**src/rtl/adc_frame_aligner_pkg.sv**
```systemverilog
// Shared types and sizing helpers for the ADC frame aligner.
package adc_align_pkg;

    // Alignment state machine encoding.
    typedef enum logic [1:0] {
        ST_SEARCH = 2'd0,
        ST_CHECK  = 2'd1,
        ST_LOCKED = 2'd2
    } align_state_e;

    localparam int         DEFAULT_LANES         = 4;
    localparam int         DEFAULT_WORD_W        = 8;
    localparam logic [7:0] DEFAULT_FRAME_PATTERN = 8'hF0;
    localparam int         DEFAULT_LOCK_COUNT    = 16;
    localparam int         DEFAULT_UNLOCK_COUNT  = 4;

    // Bits needed to hold a rotation amount 0..word_w-1.
    function automatic int shift_width(input int word_w);
        if (word_w > 1) begin
            return $clog2(word_w);
        end else begin
            return 1;
        end
    endfunction

    // Bits needed to hold a count 0..max_val.
    function automatic int count_width(input int max_val);
        if (max_val > 1) begin
            return $clog2(max_val + 1);
        end else begin
            return 1;
        end
    endfunction

endpackage

```
**src/rtl/adc_frame_aligner_if.sv**
```systemverilog
// Lane input / aligned output bundle between the deserialiser side and the aligner.
interface adc_frame_aligner_if #(
    parameter int LANES  = adc_align_pkg::DEFAULT_LANES,
    parameter int WORD_W = adc_align_pkg::DEFAULT_WORD_W
) ();
    import adc_align_pkg::*;

    localparam int SHIFT_W = shift_width(WORD_W);

    logic                      RESYNC;
    logic                      IN_VALID;
    logic [WORD_W-1:0]         FRAME_IN;
    logic [LANES*WORD_W-1:0]   DATA_IN;
    logic [LANES*WORD_W-1:0]   DATA_OUT;
    logic                      OUT_VALID;
    logic                      ALIGNED;
    logic [SHIFT_W-1:0]        SHIFT_OUT;
    logic [15:0]               ALIGN_ERR_CNT;

    // Source side: drives raw lanes, observes aligned results.
    modport master (
        output RESYNC, IN_VALID, FRAME_IN, DATA_IN,
        input  DATA_OUT, OUT_VALID, ALIGNED, SHIFT_OUT, ALIGN_ERR_CNT
    );

    // Aligner side.
    modport slave (
        input  RESYNC, IN_VALID, FRAME_IN, DATA_IN,
        output DATA_OUT, OUT_VALID, ALIGNED, SHIFT_OUT, ALIGN_ERR_CNT
    );

endinterface

```
**src/rtl/adc_frame_aligner_bit_window_sel.sv**
```systemverilog
// Barrel window: picks a WORD_W slice out of {prev, cur} starting s bits below the top.
module bit_window_sel #(
    parameter int WORD_W  = 8,
    parameter int SHIFT_W = 3
) (
    input  logic [WORD_W-1:0]  i_prev,
    input  logic [WORD_W-1:0]  i_cur,
    input  logic [SHIFT_W-1:0] i_shift,
    output logic [WORD_W-1:0]  o_word
);

    logic [2*WORD_W-1:0] w_window;
    logic [2*WORD_W-1:0] w_shifted;

    // Shift the window left by s and keep the upper word; s=0 returns prev untouched.
    always_comb begin
        w_window  = {i_prev, i_cur};
        w_shifted = w_window << i_shift;
        o_word    = w_shifted[2*WORD_W-1 -: WORD_W];
    end

endmodule

```
**src/rtl/adc_frame_aligner.sv**
```systemverilog
// Word aligner for 1:8 deserialised ADC lanes: hunts the frame-lane rotation that
// yields FRAME_PATTERN, locks it, and applies the same rotation to every data lane.
module adc_frame_aligner
    import adc_align_pkg::*;
#(
    parameter int                LANES         = DEFAULT_LANES,
    parameter int                WORD_W        = DEFAULT_WORD_W,
    parameter logic [WORD_W-1:0] FRAME_PATTERN = WORD_W'(DEFAULT_FRAME_PATTERN),
    parameter int                LOCK_COUNT    = DEFAULT_LOCK_COUNT,
    parameter int                UNLOCK_COUNT  = DEFAULT_UNLOCK_COUNT
) (
    input  logic                  CLK_IN,
    input  logic                  RESET_N,
    adc_frame_aligner_if.slave    bus
);

    localparam int SHIFT_W = shift_width(WORD_W);
    localparam int MATCH_W = count_width(LOCK_COUNT);
    localparam int MISS_W  = count_width(UNLOCK_COUNT);

    // Next rotation during the hunt, wrapping WORD_W-1 back to 0.
    function automatic logic [SHIFT_W-1:0] next_shift(input logic [SHIFT_W-1:0] s);
        if (s == SHIFT_W'(WORD_W - 1)) begin
            return {SHIFT_W{1'b0}};
        end else begin
            return s + SHIFT_W'(1);
        end
    endfunction

    align_state_e              r_state;
    align_state_e              w_state_nxt;
    logic [SHIFT_W-1:0]        r_shift;
    logic [SHIFT_W-1:0]        w_shift_nxt;
    logic [MATCH_W-1:0]        r_match_cnt;
    logic [MATCH_W-1:0]        w_match_nxt;
    logic [MISS_W-1:0]         r_miss_cnt;
    logic [MISS_W-1:0]         w_miss_nxt;
    logic [15:0]               r_err_cnt;
    logic [15:0]               w_err_nxt;

    logic [WORD_W-1:0]         r_prev_frame;
    logic [LANES*WORD_W-1:0]   r_prev_data;
    logic [WORD_W-1:0]         w_aligned_frame;
    logic [LANES*WORD_W-1:0]   w_aligned_data;
    logic                      w_match;

    logic [LANES*WORD_W-1:0]   r_data_out;
    logic                      r_out_valid;
    logic                      r_aligned;

    // Frame lane selector.
    bit_window_sel #(
        .WORD_W  (WORD_W),
        .SHIFT_W (SHIFT_W)
    ) u_frame_sel (
        .i_prev  (r_prev_frame),
        .i_cur   (bus.FRAME_IN),
        .i_shift (r_shift),
        .o_word  (w_aligned_frame)
    );

    // One selector per data lane, all driven by the frame-derived rotation.
    for (genvar g_l = 0; g_l < LANES; g_l++) begin : g_lane
        bit_window_sel #(
            .WORD_W  (WORD_W),
            .SHIFT_W (SHIFT_W)
        ) u_data_sel (
            .i_prev  (r_prev_data[g_l*WORD_W +: WORD_W]),
            .i_cur   (bus.DATA_IN[g_l*WORD_W +: WORD_W]),
            .i_shift (r_shift),
            .o_word  (w_aligned_data[g_l*WORD_W +: WORD_W])
        );
    end

    assign w_match = (w_aligned_frame == FRAME_PATTERN);

    // Next-state, rotation and counter logic; only IN_VALID cycles advance, RESYNC overrides.
    always_comb begin
        w_state_nxt = r_state;
        w_shift_nxt = r_shift;
        w_match_nxt = r_match_cnt;
        w_miss_nxt  = r_miss_cnt;
        w_err_nxt   = r_err_cnt;
        if (bus.RESYNC) begin
            w_state_nxt = ST_SEARCH;
            w_shift_nxt = {SHIFT_W{1'b0}};
            w_match_nxt = {MATCH_W{1'b0}};
            w_miss_nxt  = {MISS_W{1'b0}};
        end else if (bus.IN_VALID) begin
            case (r_state)
                ST_SEARCH: begin
                    if (w_match) begin
                        w_miss_nxt = {MISS_W{1'b0}};
                        if (LOCK_COUNT == 1) begin
                            w_state_nxt = ST_LOCKED;
                            w_match_nxt = {MATCH_W{1'b0}};
                        end else begin
                            w_state_nxt = ST_CHECK;
                            w_match_nxt = MATCH_W'(1);
                        end
                    end else begin
                        w_shift_nxt = next_shift(r_shift);
                    end
                end
                ST_CHECK: begin
                    if (w_match) begin
                        if (r_match_cnt == MATCH_W'(LOCK_COUNT - 1)) begin
                            w_state_nxt = ST_LOCKED;
                            w_match_nxt = {MATCH_W{1'b0}};
                            w_miss_nxt  = {MISS_W{1'b0}};
                        end else begin
                            w_match_nxt = r_match_cnt + MATCH_W'(1);
                        end
                    end else begin
                        w_state_nxt = ST_SEARCH;
                        w_shift_nxt = next_shift(r_shift);
                        w_match_nxt = {MATCH_W{1'b0}};
                    end
                end
                ST_LOCKED: begin
                    if (w_match) begin
                        w_miss_nxt = {MISS_W{1'b0}};
                    end else begin
                        if (r_err_cnt != 16'hFFFF) begin
                            w_err_nxt = r_err_cnt + 16'd1;
                        end else begin
                            w_err_nxt = r_err_cnt;
                        end
                        // Losing lock keeps s so the old rotation is re-tested first.
                        if (r_miss_cnt == MISS_W'(UNLOCK_COUNT - 1)) begin
                            w_state_nxt = ST_SEARCH;
                            w_miss_nxt  = {MISS_W{1'b0}};
                            w_match_nxt = {MATCH_W{1'b0}};
                        end else begin
                            w_miss_nxt = r_miss_cnt + MISS_W'(1);
                        end
                    end
                end
                default: begin
                    w_state_nxt = ST_SEARCH;
                    w_shift_nxt = {SHIFT_W{1'b0}};
                    w_match_nxt = {MATCH_W{1'b0}};
                    w_miss_nxt  = {MISS_W{1'b0}};
                end
            endcase
        end else begin
            w_state_nxt = r_state;
            w_shift_nxt = r_shift;
        end
    end

    // State, rotation and counter registers.
    always_ff @(posedge CLK_IN or negedge RESET_N) begin
        if (!RESET_N) begin
            r_state     <= ST_SEARCH;
            r_shift     <= {SHIFT_W{1'b0}};
            r_match_cnt <= {MATCH_W{1'b0}};
            r_miss_cnt  <= {MISS_W{1'b0}};
            r_err_cnt   <= 16'd0;
        end else begin
            r_state     <= w_state_nxt;
            r_shift     <= w_shift_nxt;
            r_match_cnt <= w_match_nxt;
            r_miss_cnt  <= w_miss_nxt;
            r_err_cnt   <= w_err_nxt;
        end
    end

    // Previous-word history; RESYNC leaves it untouched so the window stays continuous.
    always_ff @(posedge CLK_IN or negedge RESET_N) begin
        if (!RESET_N) begin
            r_prev_frame <= {WORD_W{1'b0}};
            r_prev_data  <= {(LANES*WORD_W){1'b0}};
        end else if (bus.IN_VALID && !bus.RESYNC) begin
            r_prev_frame <= bus.FRAME_IN;
            r_prev_data  <= bus.DATA_IN;
        end else begin
            r_prev_frame <= r_prev_frame;
            r_prev_data  <= r_prev_data;
        end
    end

    // Registered outputs: data/valid reflect the state in force during the input cycle.
    always_ff @(posedge CLK_IN or negedge RESET_N) begin
        if (!RESET_N) begin
            r_data_out  <= {(LANES*WORD_W){1'b0}};
            r_out_valid <= 1'b0;
            r_aligned   <= 1'b0;
        end else begin
            r_aligned <= (w_state_nxt == ST_LOCKED);
            if (bus.RESYNC) begin
                r_out_valid <= 1'b0;
            end else if (bus.IN_VALID) begin
                r_data_out  <= w_aligned_data;
                r_out_valid <= (r_state == ST_LOCKED);
            end else begin
                r_out_valid <= 1'b0;
            end
        end
    end

    assign bus.DATA_OUT      = r_data_out;
    assign bus.OUT_VALID     = r_out_valid;
    assign bus.ALIGNED       = r_aligned;
    assign bus.SHIFT_OUT     = r_shift;
    assign bus.ALIGN_ERR_CNT = r_err_cnt;

endmodule

```
**src/flat_wrapper.sv**
```systemverilog
// flat-port wrapper written by rule: the top's interface ports become plain ports
module adc_frame_aligner_flat import adc_align_pkg::*;
#(
    parameter int                LANES         = DEFAULT_LANES,
    parameter int                WORD_W        = DEFAULT_WORD_W,
    parameter logic [WORD_W-1:0] FRAME_PATTERN = WORD_W'(DEFAULT_FRAME_PATTERN),
    parameter int                LOCK_COUNT    = DEFAULT_LOCK_COUNT,
    parameter int                UNLOCK_COUNT  = DEFAULT_UNLOCK_COUNT
)
  (CLK_IN, RESET_N, bus_RESYNC, bus_IN_VALID, bus_FRAME_IN, bus_DATA_IN, bus_DATA_OUT, bus_OUT_VALID, bus_ALIGNED, bus_SHIFT_OUT, bus_ALIGN_ERR_CNT);
  adc_frame_aligner_if #(.LANES(LANES), .WORD_W(WORD_W)) bus_i ();
  input  logic CLK_IN;
  input  logic RESET_N;
  input wire logic [$bits(bus_i.RESYNC)-1:0] bus_RESYNC;
  input wire logic [$bits(bus_i.IN_VALID)-1:0] bus_IN_VALID;
  input wire logic [$bits(bus_i.FRAME_IN)-1:0] bus_FRAME_IN;
  input wire logic [$bits(bus_i.DATA_IN)-1:0] bus_DATA_IN;
  output wire logic [$bits(bus_i.DATA_OUT)-1:0] bus_DATA_OUT;
  output wire logic [$bits(bus_i.OUT_VALID)-1:0] bus_OUT_VALID;
  output wire logic [$bits(bus_i.ALIGNED)-1:0] bus_ALIGNED;
  output wire logic [$bits(bus_i.SHIFT_OUT)-1:0] bus_SHIFT_OUT;
  output wire logic [$bits(bus_i.ALIGN_ERR_CNT)-1:0] bus_ALIGN_ERR_CNT;
  assign bus_i.RESYNC = bus_RESYNC;
  assign bus_i.IN_VALID = bus_IN_VALID;
  assign bus_i.FRAME_IN = bus_FRAME_IN;
  assign bus_i.DATA_IN = bus_DATA_IN;
  assign bus_DATA_OUT = bus_i.DATA_OUT;
  assign bus_OUT_VALID = bus_i.OUT_VALID;
  assign bus_ALIGNED = bus_i.ALIGNED;
  assign bus_SHIFT_OUT = bus_i.SHIFT_OUT;
  assign bus_ALIGN_ERR_CNT = bus_i.ALIGN_ERR_CNT;
  adc_frame_aligner #(.LANES(LANES), .WORD_W(WORD_W), .FRAME_PATTERN(FRAME_PATTERN), .LOCK_COUNT(LOCK_COUNT), .UNLOCK_COUNT(UNLOCK_COUNT)) u_core (.CLK_IN(CLK_IN), .RESET_N(RESET_N), .bus(bus_i));
endmodule
```
**config.mk**
```make
export PLATFORM = sky130hd
export DESIGN_NAME = adc_frame_aligner_flat
export DESIGN_NICKNAME = d
export VERILOG_FILES = /design/src/rtl/adc_frame_aligner_pkg.sv /design/src/rtl/adc_frame_aligner_if.sv /design/src/rtl/adc_frame_aligner_bit_window_sel.sv /design/src/rtl/adc_frame_aligner.sv /design/src/flat_wrapper.sv
export SDC_FILE = /design/constraint.sdc
export NUM_CORES = 1
export LEC_CHECK = 0
export ABC_AREA = 1
export CORE_MARGIN = 2
export CORE_UTILIZATION = 54
export DETAILED_ROUTE_END_ITERATION = 10
export PLACE_DENSITY = 0.82
export REMOVE_ABC_BUFFERS = 1
export SKIP_LAST_GASP = 1
export SYNTH_ARGS = -nofsm -noshare
export SYNTH_HDL_FRONTEND = slang
export SYNTH_SLANG_ARGS = --single-unit
```
**constraint.sdc**
```tcl
create_clock -name CLK_IN -period 2.2 [get_ports CLK_IN]
set_input_delay 0.44 -clock CLK_IN [delete_from_list [all_inputs] [get_ports CLK_IN]]
set_output_delay 0.44 -clock CLK_IN [all_outputs]
set_load 0.005 [all_outputs]
```
# ---- After elaboration in Yosys (flattened, before gate mapping)
# Cells that the tools add are included.
dict set report totals {
  regBits 103
  in_bits 44
  output_inout_bits 53
  word_cells 77
}
dict set report op_classes {
  addsub 4
  eq_ne 15
  n_shift 5
  muxes 31
  bitwise_logic 2
  reduce_logical 10
}
# operator n
set op_table {}
lappend op_table {{left shift 16 x 3 -> 16 bit} 5}
lappend op_table {{two-way mux 5 bit} 7}
lappend op_table {{two-way mux 3 bit} 11}
lappend op_table {{adder 16 x 1 -> 16 bit (second input constant)} 1}
lappend op_table {{!= test 16 bit (second input constant)} 1}
lappend op_table {{one-hot mux 5 bit (3 select lines)} 1}
lappend op_table {{two-way mux 2 bit} 7}
lappend op_table {{!= test 3 x 2 -> 1 bit (second input constant)} 4}
lappend op_table {{one-hot mux 3 bit (3 select lines)} 1}
lappend op_table {{equality test 8 bit (second input constant)} 1}
lappend op_table {{AND reduction 4 bit} 2}
lappend op_table {{adder 3 x 1 -> 3 bit (second input constant)} 2}
lappend op_table {{!= test 3 bit (second input constant)} 2}
lappend op_table {{one-hot mux 2 bit (3 select lines)} 1}
lappend op_table {{one-hot mux 3 bit (2 select lines)} 1}
lappend op_table {{adder 5 x 1 -> 5 bit (second input constant)} 1}
lappend op_table {{equality test 5 x 4 -> 1 bit (second input constant)} 1}
lappend op_table {{AND reduction 5 bit} 1}
lappend op_table {{equality test 2 bit (second input constant)} 2}
lappend op_table {{equality test 3 x 2 -> 1 bit (second input constant)} 1}
lappend op_table {{equality test 3 bit (second input constant)} 1}
lappend op_table {{AND reduction 3 bit} 1}
lappend op_table {{equality test 2 x 1 -> 1 bit (second input constant)} 1}
lappend op_table {{logical NOT 2 bit} 1}
lappend op_table {{8 further kinds} 10}

# ---- Logic depth before layout (Yosys ltp)
# Gate-level depths: netlist of run 1.
dict set report logic_depth {
  depth_word 7
  mapped_depth 16
  mapped_depth_nobuf 15
}

# ---- Cells and area by module
# Synthesis of run 1 repeated with hierarchy kept, for this count alone.
dict set report hier_totals {
  cells_unflattened 1059
  area_unflattened_um2 6827.8
}
# module instances cells_per_inst area_per_inst_um2 seq_area_each_um2
set by_module_without_submodules {}
lappend by_module_without_submodules {adc_frame_aligner 1 584 4644.5 2577.5}
lappend by_module_without_submodules {bit_window_sel 5 95 436.7 0.0}

# ---- Worst setup path before layout of run 1
# No wires, ideal clock.
dict set report synth_timing {
  path_kind {register -> register}
  startpoint {reg u_core.r_err_cnt[0] (netlist: u_core.bus.ALIGN_ERR_CNT[0])}
  endpoint {reg u_core.r_err_cnt[15] (netlist: u_core.bus.ALIGN_ERR_CNT[15])}
  setup_ps 117
  t_arrival_ps 1651
  required_ps 2083
  slack_ps 432
  path_stages_with_launch 11
  path_buffers 1
  period_less_slack_ps 1768
  path_cell_list {dfrtp_1 > ha_1 > nand3_1 > nor2_1 > a41oi_1 > nand2_4 > buf_12 > nor2_8 > nand2_1 > nand2_1 > nand2_1}
}
dict set report synth_via {
  elab_chain_cells 2
  elab_cells_between_ends 3
  classes_between {1 x add/sub; 1 x eq/ne; 1 x reduce/logical}
}
# item line_no
set synth_rtl {}
lappend synth_rtl {{start: declaration} adc_frame_aligner.sv:38} ;# logic [15:0] r_err_cnt;
lappend synth_rtl {{start signal: assignment} adc_frame_aligner.sv:165} ;# r_err_cnt <= w_err_nxt;
lappend synth_rtl {{branches (longest 2 deep; another with adder 16 x 1 -> 16 bit)} --}
# Several ways; the timed one is not identified.
# A chain may end at the register's enable or synchronous reset.

# ---- Final worst setup path of run 1
dict set report layout_timing {
  startpoint {reg u_core.r_shift[2] (netlist: u_core.bus.SHIFT_OUT[2])}
  endpoint {out bus_SHIFT_OUT[2]}
}
# item line_no
set layout_lines {}
lappend layout_lines {{start: declaration} adc_frame_aligner.sv:32} ;# logic [SHIFT_W-1:0] r_shift;
lappend layout_lines {{start signal: assignment} adc_frame_aligner.sv:156} ;# r_shift <= {SHIFT_W{1'b0}};
lappend layout_lines {{start signal: assignment} adc_frame_aligner.sv:162} ;# r_shift <= w_shift_nxt;
lappend layout_lines {{end: declaration} flat_wrapper.sv:21} ;# output wire logic [$bits(bus_i.SHIFT_OUT)-1:0] bus_SHIFT_OUT;
# No word-level cell between the ends.

==> results of run 1 <==
Yosys cell counts (2+ instances only):
cell / number / area share
nand2_1: 226 / 0.14
dfrtp_1: 103 / 0.44
o21ai_0: 101 / 0.086
nor2_1: 81 / 0.052
inv_1: 66 / 0.042
a21oi_1: 34 / 0.029
clkbuf_1: 25 / 0.016
o21ai_1: 18 / 0.015
a31oi_1: 16 / 0.017
or2_2: 15 / 0.016
nand3_1: 13 / 0.011
nor3_1: 9 / 0.0077
xor2_1: 9 / 0.013
buf_2: 7 / 0.0060
o22ai_1: 6 / 0.0064
ha_1: 5 / 0.011
inv_2: 5 / 0.0032
xnor2_1: 5 / 0.0075
a221oi_1: 4 / 0.0060
buf_6: 4 / 0.0077
mux2i_1: 4 / 0.0068
nand4_1: 4 / 0.0043
nand2_4: 3 / 0.0058
nor2_4: 3 / 0.0058
o22a_1: 3 / 0.0045
a211oi_1: 2 / 0.0026
buf_4: 2 / 0.0026
nand2_2: 2 / 0.0021
nor2_2: 2 / 0.0021
through the flow:
stage | total power, mW | TNS (ns) | util
floorplan | 3.176 | -205.49 | -
global placement | 3.952 | 0 | 0.6565
detailed placement | 4.001 | 0 | 0.6565
CTS | 5.561 | 0 | 0.6846
global route | 5.865 | 0 | 0.6849
finish | 5.567 | 0 | 0.6849
worst max path at each step:
stage                       startpoint                           to  slack [ns]  cells after the start
2_1_floorplan             bus_IN_VALID      u_core.bus.DATA_OUT[10]       -3.04                      5
3_3_place_gp           bus_FRAME_IN[7]  u_core.bus.ALIGN_ERR_CNT[4]        0.07                     12
3_5_place_dp           bus_FRAME_IN[5]  u_core.bus.ALIGN_ERR_CNT[7]       0.002                     12
4_1_cts        u_core.bus.SHIFT_OUT[2]             bus_SHIFT_OUT[2]        0.15                      1
5_1_grt        u_core.bus.SHIFT_OUT[0]      u_core.bus.SHIFT_OUT[2]        0.02                     15
6_report       u_core.bus.SHIFT_OUT[2]             bus_SHIFT_OUT[2]        0.14                      1
power breakdown:
part,internal [mW],switching [mW],total [mW]
Combinational,0.796,0.873,1.67
Clock,0.868,0.676,1.54
Sequential,2.16,0.193,2.35
metal layers:
metal	wire length [µm]	up-vias	track usage	part of all wire
met5	0	-	0	0
met4	536	0	0.1319	0.034
met3	1130	54	0.04882	0.072
met2	7429	257	0.4591	0.48
met1	6508	2686	0.3650	0.42
li1	-	2750	-	-
cell type report:
class | count | area, µm² | area share
inverter | 72 | 270.3 | 0.03689
multi-input combinational | 577 | 2815 | 0.3842
sequential | 103 | 2579 | 0.3519
clock buffer | 10 | 127.6 | 0.01742
tap | 140 | 175.2 | 0.02391
clock inverter | 6 | 132.6 | 0.01810
timing repair buffer | 118 | 1227 | 0.1675
state kept, by name, summed over array words and instances (netlist names):
signal,flops
u_core.bus.ALIGNED,1
u_core.bus.ALIGN_ERR_CNT,16
u_core.bus.DATA_OUT,32
u_core.bus.OUT_VALID,1
u_core.bus.SHIFT_OUT,3
u_core.r_match_cnt,5
u_core.r_miss_cnt,3
u_core.r_prev_data,32
u_core.r_prev_frame,8
u_core.r_state,2
timing repair:
item	CTS	global route
setup endpoints to repair	1	3
gates resized for setup	0	1
buffers inserted	1	0
gates cloned	1	0
kinds of logic after synthesis:
kind of cell | Yosys count
flops | 103
buf+inv | 111
xor+xnor | 15
compound gates | 192
fa+ha+maj | 5
mux | 4
simple gates | 361
==> summary.md, run 1 <==
| Metric | Value |
|---|---|
| DR iter-0 viols | 580 |
| Slew Viols, Final | 0 |
| Simple-Gate Fraction of Synth Area | 0.2569 |
| Slew HR | 0.6482 |
| Adder-cell area share of the yosys netlist | 0.01067 |
| Cells after synthesis | 791 |
| Mux contribution to synthesized area | 0.006827 |
| Main combinational cell family by area after synthesis | simple AND/OR/NAND/NOR gates |
| Clock buffer depth | 2 |
| CTS clock-pin slew for the worst setup and hold paths | 0.10 ns |
| CP arrival | 1.62 ns |
| Syn Area/Cell | 7.414 µm² |
| Post-CTS Hold Fix Bufs | 0 |
| DR pass1 iterations | 6 |
| Worst path bufs/invs | 1 |
| Required time worst endpoint | 1.76 ns |
| Die Y | 108.2 µm |
| Register area share after synthesis | 0.4395 |
| Post-Place Cell Area | 7023 µm² |
| Fill cells | 888 |
| Compound-gate portion of the synthesized area | 0.1807 |
| Critical path's slowest cell | dfrtp_1 |
| Routed wire length | 15.60 mm |
| GRT Residual Overflow | 0 |
| Total track usage | 0.2811 |
| FF-to-FF Start | u_core.bus.SHIFT_OUT[0] |
| Cell variety after synth | 43 |
| CP delay by family, top | flip-flops |
| Worst slew pin tran | 0.5277 ns |
| First-pass GRT wire length | 25.70 mm |
| Commonest non-fill, non-tap cells in the layout | 226 x nand2_1, 102 x dfrtp_1, 101 x o21ai_0 |
| Via Count | 5747 |
| Total number of yosys warnings | 0 |
| I/O pin total | 97 |
| GPL Wtd Cong | 0.9141 |
| Clk_lat worst skew | 0.40 ns |
| Post-Synth XOR/XNOR Area | 0.02368 |
| Worst Clk Skew | 0.01088 ns |
| H-tree levels | 3 |
| CP Launch Type | flop |
| Vias per cell | 5.601 |
| Power Density | 759.9 nW/µm² |
| CTS tree | yes |
| Avg WL per Cell | 15.21 µm |
| Largest net degree at the start of global routing | 68 |
| Critical Path Sink Type | primary output |
| Number of flops mapped to enable cells by yosys | 0 |
| Async SR Flop Fraction | 1.000 |
| Residual DRC count | 0 |
| R2R depth | 12 |
| Reg2reg setup slack | 0.25 ns |
| Worst Hold Class | in2async |
| CTS Root Cell | clkbuf_8 |
| RSZ-0062 raised after global routing | false |
| Hold_ws | 0.01399 ns |
| Dominant synthesized flop cell | dfrtp_1 |
| Setup CP Type | reg2out |
| Fin. Hold Viols | 0 |
| Initial antenna violation count | 0 |
| Cts bufs inserted | 9 |
| End of the worst register-to-register path | u_core.bus.ALIGN_ERR_CNT[3] |
| Sink Count | 103 |
| MaxCap Viol Count | 0 |
| Critical path, cell by cell | clkdlybuf4s50_1 |
| Vias in the first global route | 5439 |
| Die width | 108.2 µm |
| Final worst slack | 0.1410 ns |
| Final setup viols | 0 |
| Die Area | 11710 µm² |
| Antenna Nets Post-Route | 0 |
| Cell area after layout | 7327 µm² |
| Post-Syn Area | 5864 µm² |
| LEAKAGE | 3.405 nW |
| Port buffer count | 96 |
| Period utilization | 0.9359 |
| Layout cells sized above 1 | 0.08578 |
| Final nets | 930 |
| Maximum fanout along the worst path | 11 |
| Core Region | 10700 µm² |
| Crit path time final | 2.059 ns |
| Status | completed |
| Fin cells | 1026 |
| Yosys reg bits | 103 |
| VDD IR max | 0.4028 mV |
| Row cnt | 38 |
| Initial core utilization | 0.5482 |
| Placed cell count | 1008 |
| Dpl hpwl | 10.73 mm |
| # diodes | 0 |
| Largest stage delay, worst path | 0.63 ns |
| P&R area growth vs syn | 24.94% |
| Fmax | 0.4857 GHz |
| Setup slack after placement | 0.002184 ns |
| Leading cell type in the layout, fill and taps excluded | nand2_1 |
(Power assumes the default switching activity.)
==> run 2, diff against run 1 <==
clock period = 2.05 ns   (was 2.2 ns; I/O delays follow)
==> summary.md, run 2 (same netlist as run 1, synthesis figures left out) <==
| Metric | Value |
|---|---|
| Status | completed |
| Share of power burned in registers | 0.453 (+0.030) |
| DR pass1 iterations | 6 (unchanged) |
| Net Sw Power | 1.846 mW (+6.0%) |
| MaxCap Viol Count | 0 (unchanged) |
| RSZ-0062 raised after global routing | true |
| Sw frac | 0.3313 (+0.01846) |
| Critical path, cell by cell | buf_4 -> clkdlybuf4s50_1 |
| VDD IR max | 0.5112 mV (+27%) |
| Slew HR | 0.7189 (+0.07071) |
| DR iter-0 viols | 403 (-31%) |
| Required time worst endpoint | 1.64 ns (-0.12 ns) |
| CP Launch Type | flop |
| Worst Hold Class | in2async |
| Initial antenna violation count | 0 (unchanged) |
| Via Count | 5725 (-0.38%) |
| Crit path time final | 1.989 ns |
| Worst slew pin tran | 0.4172 ns (-0.1105 ns) |
| Power Density | 756.8 nW/µm² (-0.40%) |
| Critical path's slowest cell | clkdlybuf4s50_1 |
| LEAKAGE | 3.428 nW (+0.68%) |
| Maximum fanout along the worst path | 21 (+10) |
| CP arrival | 1.58 ns (-0.04 ns) |
| I/O pin total | 97 (unchanged) |
| Vias in the first global route | 5582 (+2.6%) |
| # diodes | 0 (unchanged) |
| Antenna Nets Post-Route | 0 (unchanged) |
| Fin. Hold Viols | 0 (unchanged) |
| Critical Path Sink Type | primary output |
| Port buffer count | 96 (unchanged) |
| Die Area | 11710 µm² (unchanged) |
| CTS tree | yes |
| Avg WL per Cell | 14.96 µm (-1.6%) |
| Setup CP Type | reg2out |
| Final worst slack | 0.06121 ns (-0.07980 ns) |
| Largest stage delay, worst path | 0.54 ns (-0.09 ns) |
| First-pass GRT wire length | 25.52 mm (-0.70%) |
| Comb power frac | 0.320 (+0.020) |
| CTS clock-pin slew for the worst setup and hold paths | 0.10 ns (about the same) |
| Residual DRC count | 0 (unchanged) |
| Final setup viols | 0 (unchanged) |
| Commonest non-fill, non-tap cells in the layout | 224 x nand2_1, 101 x o21ai_0, 101 x dfrtp_1 |
| Routed wire length | 15.55 mm (-0.36%) |
| Clock buffer depth | 2 (unchanged) |
| Largest net degree at the start of global routing | 74 (+8.8%) |
| GPL Wtd Cong | 0.8965 (-1.9%) |
| Cts bufs inserted | 9 (unchanged) |
| P&R area growth vs syn | 25.56% |
| H-tree levels | 3 (unchanged) |
| Layout cells sized above 1 | 0.1034 (+0.01767) |
| Int Pwr | 3.727 mW (-2.6%) |
| Row cnt | 38 (unchanged) |
| Period utilization | 0.9701 |
| Vias per cell | 5.510 (-1.6%) |
| GRT Residual Overflow | 0 (unchanged) |
| CTS Root Cell | clkbuf_8 |
| Core Region | 10700 µm² (unchanged) |
| Total power | 5.573 mW (about the same) |
| Clk_lat worst skew | 0.40 ns (about the same) |
| CP delay by family, top | buffers and inverters |
| Worst path bufs/invs | 2 (+1) |
| Worst Clk Skew | 0.01590 ns (+0.005017 ns) |
| Total track usage | 0.2778 (-0.003215) |
| Leading cell type in the layout, fill and taps excluded | nand2_1 |
| Sink Count | 103 (unchanged) |
| Initial core utilization | 0.5482 (unchanged) |
| Final nets | 943 (+1.4%) |
| Clock network fraction of design power | 0.227 (-0.050) |
| Setup slack after placement | -0.1284 ns (-0.1306 ns) |
| Slew Viols, Final | 0 (unchanged) |
| Die width | 108.2 µm (unchanged) |
| Dpl hpwl | 11.01 mm (+2.6%) |
| Die Y | 108.2 µm (unchanged) |
| Fmax | 0.5028 GHz |
[run 2: cell types whose count changed in the layout (fill, tap and decap cells not counted), sizes merged]
cell         previous run  this run
bufinv                  4         0
clkbuf                 10        13
clkinv                  1         3
buf                    22        35
clkinvlp                1         0
bufbuf                  1         0
dlygate4sd3             0         1
[run 2: per-layer routing]
| layer | global-route usage | wire length [µm] |
|---|---|---|
| met1 | 0.3519 | 6435 |
| met2 | 0.4627 | 7543 |
| met3 | 0.06570 | 1129 |
| met4 | 0.1062 | 439 |
| met5 | 0 | 0 |
[run 2: worst paths after layout]
path	start	endpoint	slack, ns	depth (start not counted)
max in group asynchronous	RESET_N	u_core.bus.DATA_OUT[22]	0.93	3
hold / removal	RESET_N	u_core.r_prev_data[27]	0.48	2
setup reg to reg	u_core.bus.SHIFT_OUT[0]	u_core.r_match_cnt[4]	0.12	12
hold reg to reg	u_core.r_miss_cnt[2]	u_core.r_miss_cnt[2]	0.48	2
min in group CLK_IN	u_core.r_miss_cnt[2]	u_core.r_miss_cnt[2]	0.48	2
setup / recovery	u_core.bus.SHIFT_OUT[0]	bus_SHIFT_OUT[0]	0.06	2
[run 2: cell type report]
| cell class | count | area, µm² |
|---|---|---|
| repair buffers | 131 | 1299 |
| multi-input cells | 577 | 2844 |
| clock inverters | 3 | 26.28 |
| well taps | 140 | 175.2 |
| clock buffers | 13 | 168.9 |
| flip-flops and latches | 103 | 2580 |
| inverters | 72 | 270.3 |
| fillers | 881 | 3334 |
[run 2: power groups by stage]
stage          clock network, mW  logic, mW  registers (mW)
6_report                    1.26       1.79            2.52
5_1_grt                     1.36       1.99            2.55
4_1_cts                     1.29       1.77            2.52
3_5_place_dp                   0       1.74            2.57
3_3_place_gp                   0       1.70            2.55
2_1_floorplan                  0      0.815            2.59
[run 2: worst register-to-register path, delay by kind of cell (launching register included)]
| family | cells | cell delay (ns) |
|---|---|---|
| simple gates | 6 | 0.53 |
| flops | 1 | 0.44 |
| buf+inv | 3 | 0.31 |
| compound gates | 3 | 0.54 |
[run 2: what timing repair did]
item	in CTS	in global routing
pin swaps	0	3
setup endpoints to repair	2	21
resized for setup	1	9
setup buffers	1	2
hold buffers	1	0
cloned	0	0
hold endpoints to repair	26	0
[run 2: metrics by stage]
step	std cells	utilization	setup TNS (ns)	area, µm²	hold slack [ns]
after floorplan	752	-	-218.66	5655	0.1144
after global placement	1019	0.6630	-0.2906	7093	0.3670
after detailed placement	1019	0.6630	-1.623	7093	0.3682
after CTS	1037	0.6830	0	7307	0.4840
after global routing	1039	0.6883	-0.02910	7363	0.5163
final	1039	0.6883	0	7363	0.4796
==> run 3, diff against run 2 <==
CORE_UTILIZATION = 55   (was 54)
PLACE_DENSITY = 0.83   (was 0.82)
SKIP_LAST_GASP = not set   (was 1)
clock period = 2.4 ns   (was 2.05 ns; I/O delays follow)
==> summary.md, run 3 (same netlist as run 1, synthesis figures left out) <==
| Metric | Value |
|---|---|
| Worst slew pin tran | 0.6716 ns (+0.2545 ns) |
| Die Area | 11500 µm² (-1.7%) |
| Avg WL per Cell | 14.97 µm (about the same) |
| Total power | 4.854 mW (-13%) |
| Slew HR | 0.5522 (-0.1667) |
| Core Region | 10320 µm² (-3.5%) |
| R2R depth | 8 (-4) |
| # diodes | 0 (unchanged) |
| Worst Clk Skew | 0.01012 ns (-0.005784 ns) |
| RSZ-0062 raised after global routing | false |
| CTS Root Cell | clkbuf_8 |
| First-pass GRT wire length | 25.43 mm (-0.38%) |
| DR iter-0 viols | 512 (+27%) |
| Period utilization | 0.9371 |
| CP arrival | 1.77 ns (+0.19 ns) |
| Dpl hpwl | 10.80 mm (-1.9%) |
| Power Density | 674.4 nW/µm² (-11%) |
| Hold_ws | 0.001442 ns (-0.4782 ns) |
| GRT Residual Overflow | 0 (unchanged) |
| Final worst slack | 0.1511 ns (+0.08985 ns) |
| Worst Hold Class | in2async |
| Required time worst endpoint | 1.92 ns (+0.28 ns) |
| Clock network fraction of design power | 0.249 (+0.022) |
| Maximum fanout along the worst path | 41 (+95%) |
| CTS clock-pin slew for the worst setup and hold paths | 0.09 ns (about the same) |
| Initial antenna violation count | 0 (unchanged) |
| Cell area after layout | 7197 µm² (-2.3%) |
| P&R area growth vs syn | 22.72% |
| FF-to-FF Start | u_core.bus.SHIFT_OUT[0] |
| Die width | 107.3 µm (-0.88%) |
| Layout cells sized above 1 | 0.08475 (-0.01870) |
| Setup slack after placement | 0.1023 ns (+0.2307 ns) |
| Placed cell count | 1006 (-1.3%) |
| Crit path time final | 2.249 ns |
| H-tree levels | 3 (unchanged) |
| Status | completed |
| Sw frac | 0.3210 (-0.01032) |
| Cts bufs inserted | 9 (unchanged) |
| Largest stage delay, worst path | 0.61 ns (+0.07 ns) |
| VDD IR max | 0.3545 mV (-31%) |
| Final setup viols | 0 (unchanged) |
| Largest net degree at the start of global routing | 68 (-8.1%) |
| MaxCap Viol Count | 0 (unchanged) |
| Port buffer count | 96 (unchanged) |
| CP Launch Type | flop |
| Fmax | 0.4447 GHz |
| Reg2reg setup slack | 0.33 ns (+0.21 ns) |
| DR pass1 iterations | 6 (unchanged) |
| Vias per cell | 5.628 (+2.1%) |
| Slew Viols, Final | 0 (unchanged) |
| End of the worst register-to-register path | u_core.bus.DATA_OUT[10] |
| Residual DRC count | 0 (unchanged) |
| Net Sw Power | 1.558 mW (-16%) |
| Share of power burned in registers | 0.446 (-0.007) |
| Initial core utilization | 0.5681 (+0.01987) |
| I/O pin total | 97 (unchanged) |
| Post-Place Cell Area | 6983 µm² (-1.6%) |
| Die Y | 107.3 µm (-0.88%) |
| Total track usage | 0.2764 (-0.001463) |
| Cells resized by post-CTS repair | 0 (-1) |
| Critical path, cell by cell | buf_12 -> clkdlybuf4s50_1 |
| Critical path's slowest cell | dfrtp_2 |
| Via Count | 5746 (+0.37%) |
| Post-CTS Hold Fix Bufs | 0 (-1) |
| Setup CP Type | reg2out |
| GPL Wtd Cong | 0.9340 (+4.2%) |
| CTS tree | yes |
| LEAKAGE | 3.344 nW (-2.5%) |
| Antenna Nets Post-Route | 0 (unchanged) |
| Final nets | 930 (-1.4%) |
| Leading cell type in the layout, fill and taps excluded | nand2_1 |
| Sink Count | 103 (unchanged) |
| Row cnt | 37 (-2.6%) |
| Clock buffer depth | 2 (unchanged) |
| Fin cells | 1021 (-1.7%) |
| Vias in the first global route | 5495 (-1.6%) |
| # Post-CTS Setup Buffers | 0 (-1) |
| Critical Path Sink Type | primary output |
| Routed wire length | 15.28 mm (-1.7%) |
| Comb power frac | 0.305 (-0.015) |
| Fin. Hold Viols | 0 (unchanged) |
| Clk_lat worst skew | 0.37 ns (-0.03 ns) |
| Int Pwr | 3.296 mW (-12%) |
| Commonest non-fill, non-tap cells in the layout | 226 x nand2_1, 101 x o21ai_0, 101 x dfrtp_1 |
==> run 3: cell types whose count changed in the layout (fill, tap and decap cells not counted), sizes merged <==
| cell | change |
|---|---|
| clkinvlp | +1 |
| buf | -12 |
| clkbuf | -1 |
| bufinv | +2 |
| clkinv | -3 |
| dlygate4sd3 | -1 |
==> run 3: critical path, delay by kind of cell, from the launching register on <==
kind | cells | cell delay, ns
buffers and inverters | 2 | 0.78
DFF | 1 | 0.61
==> run 3: worst max-delay path by stage <==
| stage | startpoint | endpoint | slack [ns] |
|---|---|---|---|
| finish | u_core.bus.SHIFT_OUT[0] | bus_SHIFT_OUT[0] | 0.15 |
| global route | u_core.bus.SHIFT_OUT[0] | bus_SHIFT_OUT[0] | 0.08 |
| CTS | u_core.bus.SHIFT_OUT[2] | bus_SHIFT_OUT[2] | 0.01 |
| detailed placement | bus_FRAME_IN[7] | u_core.bus.ALIGN_ERR_CNT[7] | 0.10 |
| global placement | bus_FRAME_IN[7] | u_core.bus.ALIGN_ERR_CNT[7] | 0.17 |
| floorplan | bus_IN_VALID | u_core.bus.DATA_OUT[10] | -2.88 |
==> run 3: cell type report <==
cell class / count / area [µm²]
Fill cell: 841 / 3127
Multi-Input combinational cell: 577 / 2815
Sequential cell: 103 / 2580
Timing Repair Buffer: 118 / 1149
Inverter: 72 / 270.3
Tap cell: 136 / 170.2
Clock buffer: 12 / 145.1
Clock inverter: 3 / 67.56
==> run 3: layer usage <==
layer	up-vias	global-route usage	routed length, µm
li1	2740	-	-
met1	2677	0.3773	6544
met2	281	0.4408	7203
met3	48	0.03329	1079
met4	0	0.1299	454
met5	-	0	0
==> run 3: per-stage QoR <==
step / utilization / TNS (ns)
6_report: 0.6971 / 0
5_1_grt: 0.6971 / 0
4_1_cts: 0.6970 / 0
3_5_place_dp: 0.6764 / 0
3_3_place_gp: 0.6764 / 0
2_1_floorplan: - / -188.01
==> run 3: power by group through the flow <==
stage	Sequential [mW]	Clock (mW)	Combinational, mW
final	2.16	1.21	1.48
after global placement	2.18	0	1.43
after floorplan	2.22	0	0.696
after detailed placement	2.19	0	1.47
after global routing	2.19	1.29	1.64
after CTS	2.16	1.22	1.48
==> RTL edit, RTL diff (config.mk and constraints of run 3) <==
Change the package constant `DEFAULT_UNLOCK_COUNT` from 4 to 3.
--- a/src/rtl/adc_frame_aligner_pkg.sv
+++ b/src/rtl/adc_frame_aligner_pkg.sv
@@ -13,5 +13,5 @@
     localparam logic [7:0] DEFAULT_FRAME_PATTERN = 8'hF0;
     localparam int         DEFAULT_LOCK_COUNT    = 16;
-    localparam int         DEFAULT_UNLOCK_COUNT  = 4;
+    localparam int         DEFAULT_UNLOCK_COUNT  = 3;
 
     // Bits needed to hold a rotation amount 0..word_w-1.
Behaviour: same outputs for any inputs over 4 cycles, from zero or initial values and one cycle with RESET_N low; that may be too few to reach the edited logic, so the function may still have changed.
==> RTL edit against run 3 <==
Sequential share of layout area shrank 0.44 points; wire length grew 0.68%; setup slack lost 0.064 ns; sequential cell count shrank 1; cell area grew 0.31%; maximum frequency shrank 2.8%; total power shrank 3.1%; area after synthesis shrank 0.70%; critical endpoint unchanged; highest routed layer unchanged.
==> RTL edit: results (changes against run 3) <==
Layout Nets 948 (+1.9%); Root Buffer clkbuf_8; Core ar. 0.01032 mm2 (unchanged); final std cells w/o fill 1041 (+2.0%); CTS Buf Count 9 (unchanged); CP max FO 89 (+120%); setup slack after layout 0.08672 ns (-0.06434 ns); Hold Buf Count CTS 0 (unchanged); DR vias/cell 5.598 (-0.54%); Reg2Reg Setup Slack 0.40 ns (+0.07 ns); clk slew on worst S/H paths 0.10 ns; leakage 3.337 nW (-0.19%); clock buffer depth 2 (unchanged); initial antenna violation count 0 (unchanged); Starting DRT DRC Count 546 (+6.6%); depth of the CTS H-tree 3 (unchanged); ANT cells 0 (unchanged); Place WS 0.09909 ns (-0.003235 ns); Port Buf Inserts 96 (unchanged); worst hold path type in -> async; Synth area leaders dfrtp_1 44%, nand2_1 15%, o21ai_0 11%; Cells after Synth 810 (+2.4%); DRT Wirelength 15.39 mm (+0.68%); vias in the first global route 5549 (+0.98%); Synth warnings 0 (unchanged); Hold Fails Final Rpt 0 (unchanged); largest net degree at the start of global routing 90 (+32%); dpl hpwl 10.82 mm (+0.15%); skew final 0.01503 ns (+0.004909 ns); Distinct cells, synth 39 (-9.3%); clock latency on the worst-skew pair 0.37 ns (about the same); post-synthesis sequential area ratio 43.83% (-0.12 points); global-route wire length before repair 25.99 mm (+2.2%); drt pass-1 iters 5 (-1); GP Congestion 0.9032 (-3.3%); status completed; most frequent cells after synthesis 233 x nand2_1, 124 x o21ai_0, 102 x dfrtp_1; share of layout cells above drive strength 1 7.072% (-1.4 points); Max VDD drop 0.0003149 V (-11%); Slew @ Worst Pin 0.4365 ns (-0.2351 ns); Async SR Flop Fraction 100.0% (unchanged); global-route usage over all layers 28.12% (+0.48 points)
## RTL edit: changes by cell type in the layout (fill, tap and decap cells not counted), sizes merged, moves of 2 or more
cell	change
nand4	+2
inv	-6
nor2	-4
nand3	+16
nand2	+5
o21ai	+8
clkinv	+2
a221oi	-2
## RTL edit: power breakdown
group          leakage, nW  internal [mW]  switching [mW]
Sequential            1.27           1.96           0.158
Clock               0.0972          0.518           0.601
Combinational         1.97          0.693           0.771
## RTL edit: cells by family after synthesis
group           synth area share, %
mux                          0.6876
flops                         43.83
simple gates                  27.27
xor+xnor                      2.256
fa+ha+maj                    0.8595
buf+inv                       7.112
compound gates                17.98
## RTL edit: stage by stage
stage / total power [mW] / hold slack (ns) / setup TNS, ns / area (um2) / util (%)
3_5_place_dp: 3.593 / 0.4510 / 0 / 7009 / 67.89
4_1_cts: 4.699 / 0.04487 / 0 / 7209 / 69.83
5_1_grt: 4.991 / 0.04787 / 0 / 7219 / 69.93
3_3_place_gp: 3.554 / 0.4460 / 0 / 7009 / 67.89
2_1_floorplan: 2.865 / 0.1844 / -199.35 / 5657 / -
6_report: 4.701 / 0.03831 / 0 / 7219 / 69.93
## RTL edit: layout make-up
| cell class | instances | area, um2 |
|---|---|---|
| well taps | 136 | 170.2 |
| inverters | 66 | 247.7 |
| clock inverters | 4 | 55.05 |
| multi-input cells | 603 | 2864 |
| repair buffers | 118 | 1181 |
| fillers | 869 | 3104 |
| clock buffers | 12 | 145.1 |
| flip-flops and latches | 102 | 2556 |
## RTL edit: final timing paths
path | start | depth (start not counted) | endpoint
max in group asynchronous | RESET_N | 2 | u_core.r_prev_frame[2]
max reg2reg | u_core.bus.SHIFT_OUT[0] | 14 | u_core.bus.ALIGN_ERR_CNT[3]
min in group CLK_IN | u_core.bus.DATA_OUT[21] | 2 | u_core.bus.DATA_OUT[21]
min reg2reg | u_core.bus.DATA_OUT[21] | 2 | u_core.bus.DATA_OUT[21]
max | u_core.bus.SHIFT_OUT[0] | 2 | bus_SHIFT_OUT[0]
min | RESET_N | 1 | u_core.bus.ALIGN_ERR_CNT[1]
## RTL edit: worst max-delay path: stages (launching register included)
cell and delay, ns:
dfrtp_4 0.57, buf_16 0.32, clkdlybuf4s50_1 0.56
## RTL edit: per-layer routing
metal / GRT usage, % / part of all wire [%] / wire, um / vias up
met2: 45.50 / 48 / 7342 / 277
li1: - / - / - / 2827
met1: 39.29 / 42 / 6438 / 2687
met3: 4.012 / 8.5 / 1304 / 36
met5: 0 / 0 / 0 / -
met4: 8.905 / 2.0 / 302 / 0
## RTL edit: what timing repair did
action,in CTS,in global routing
gates resized for setup,0,2
setup buffers,0,0
endpoints found under the setup margin,0,1
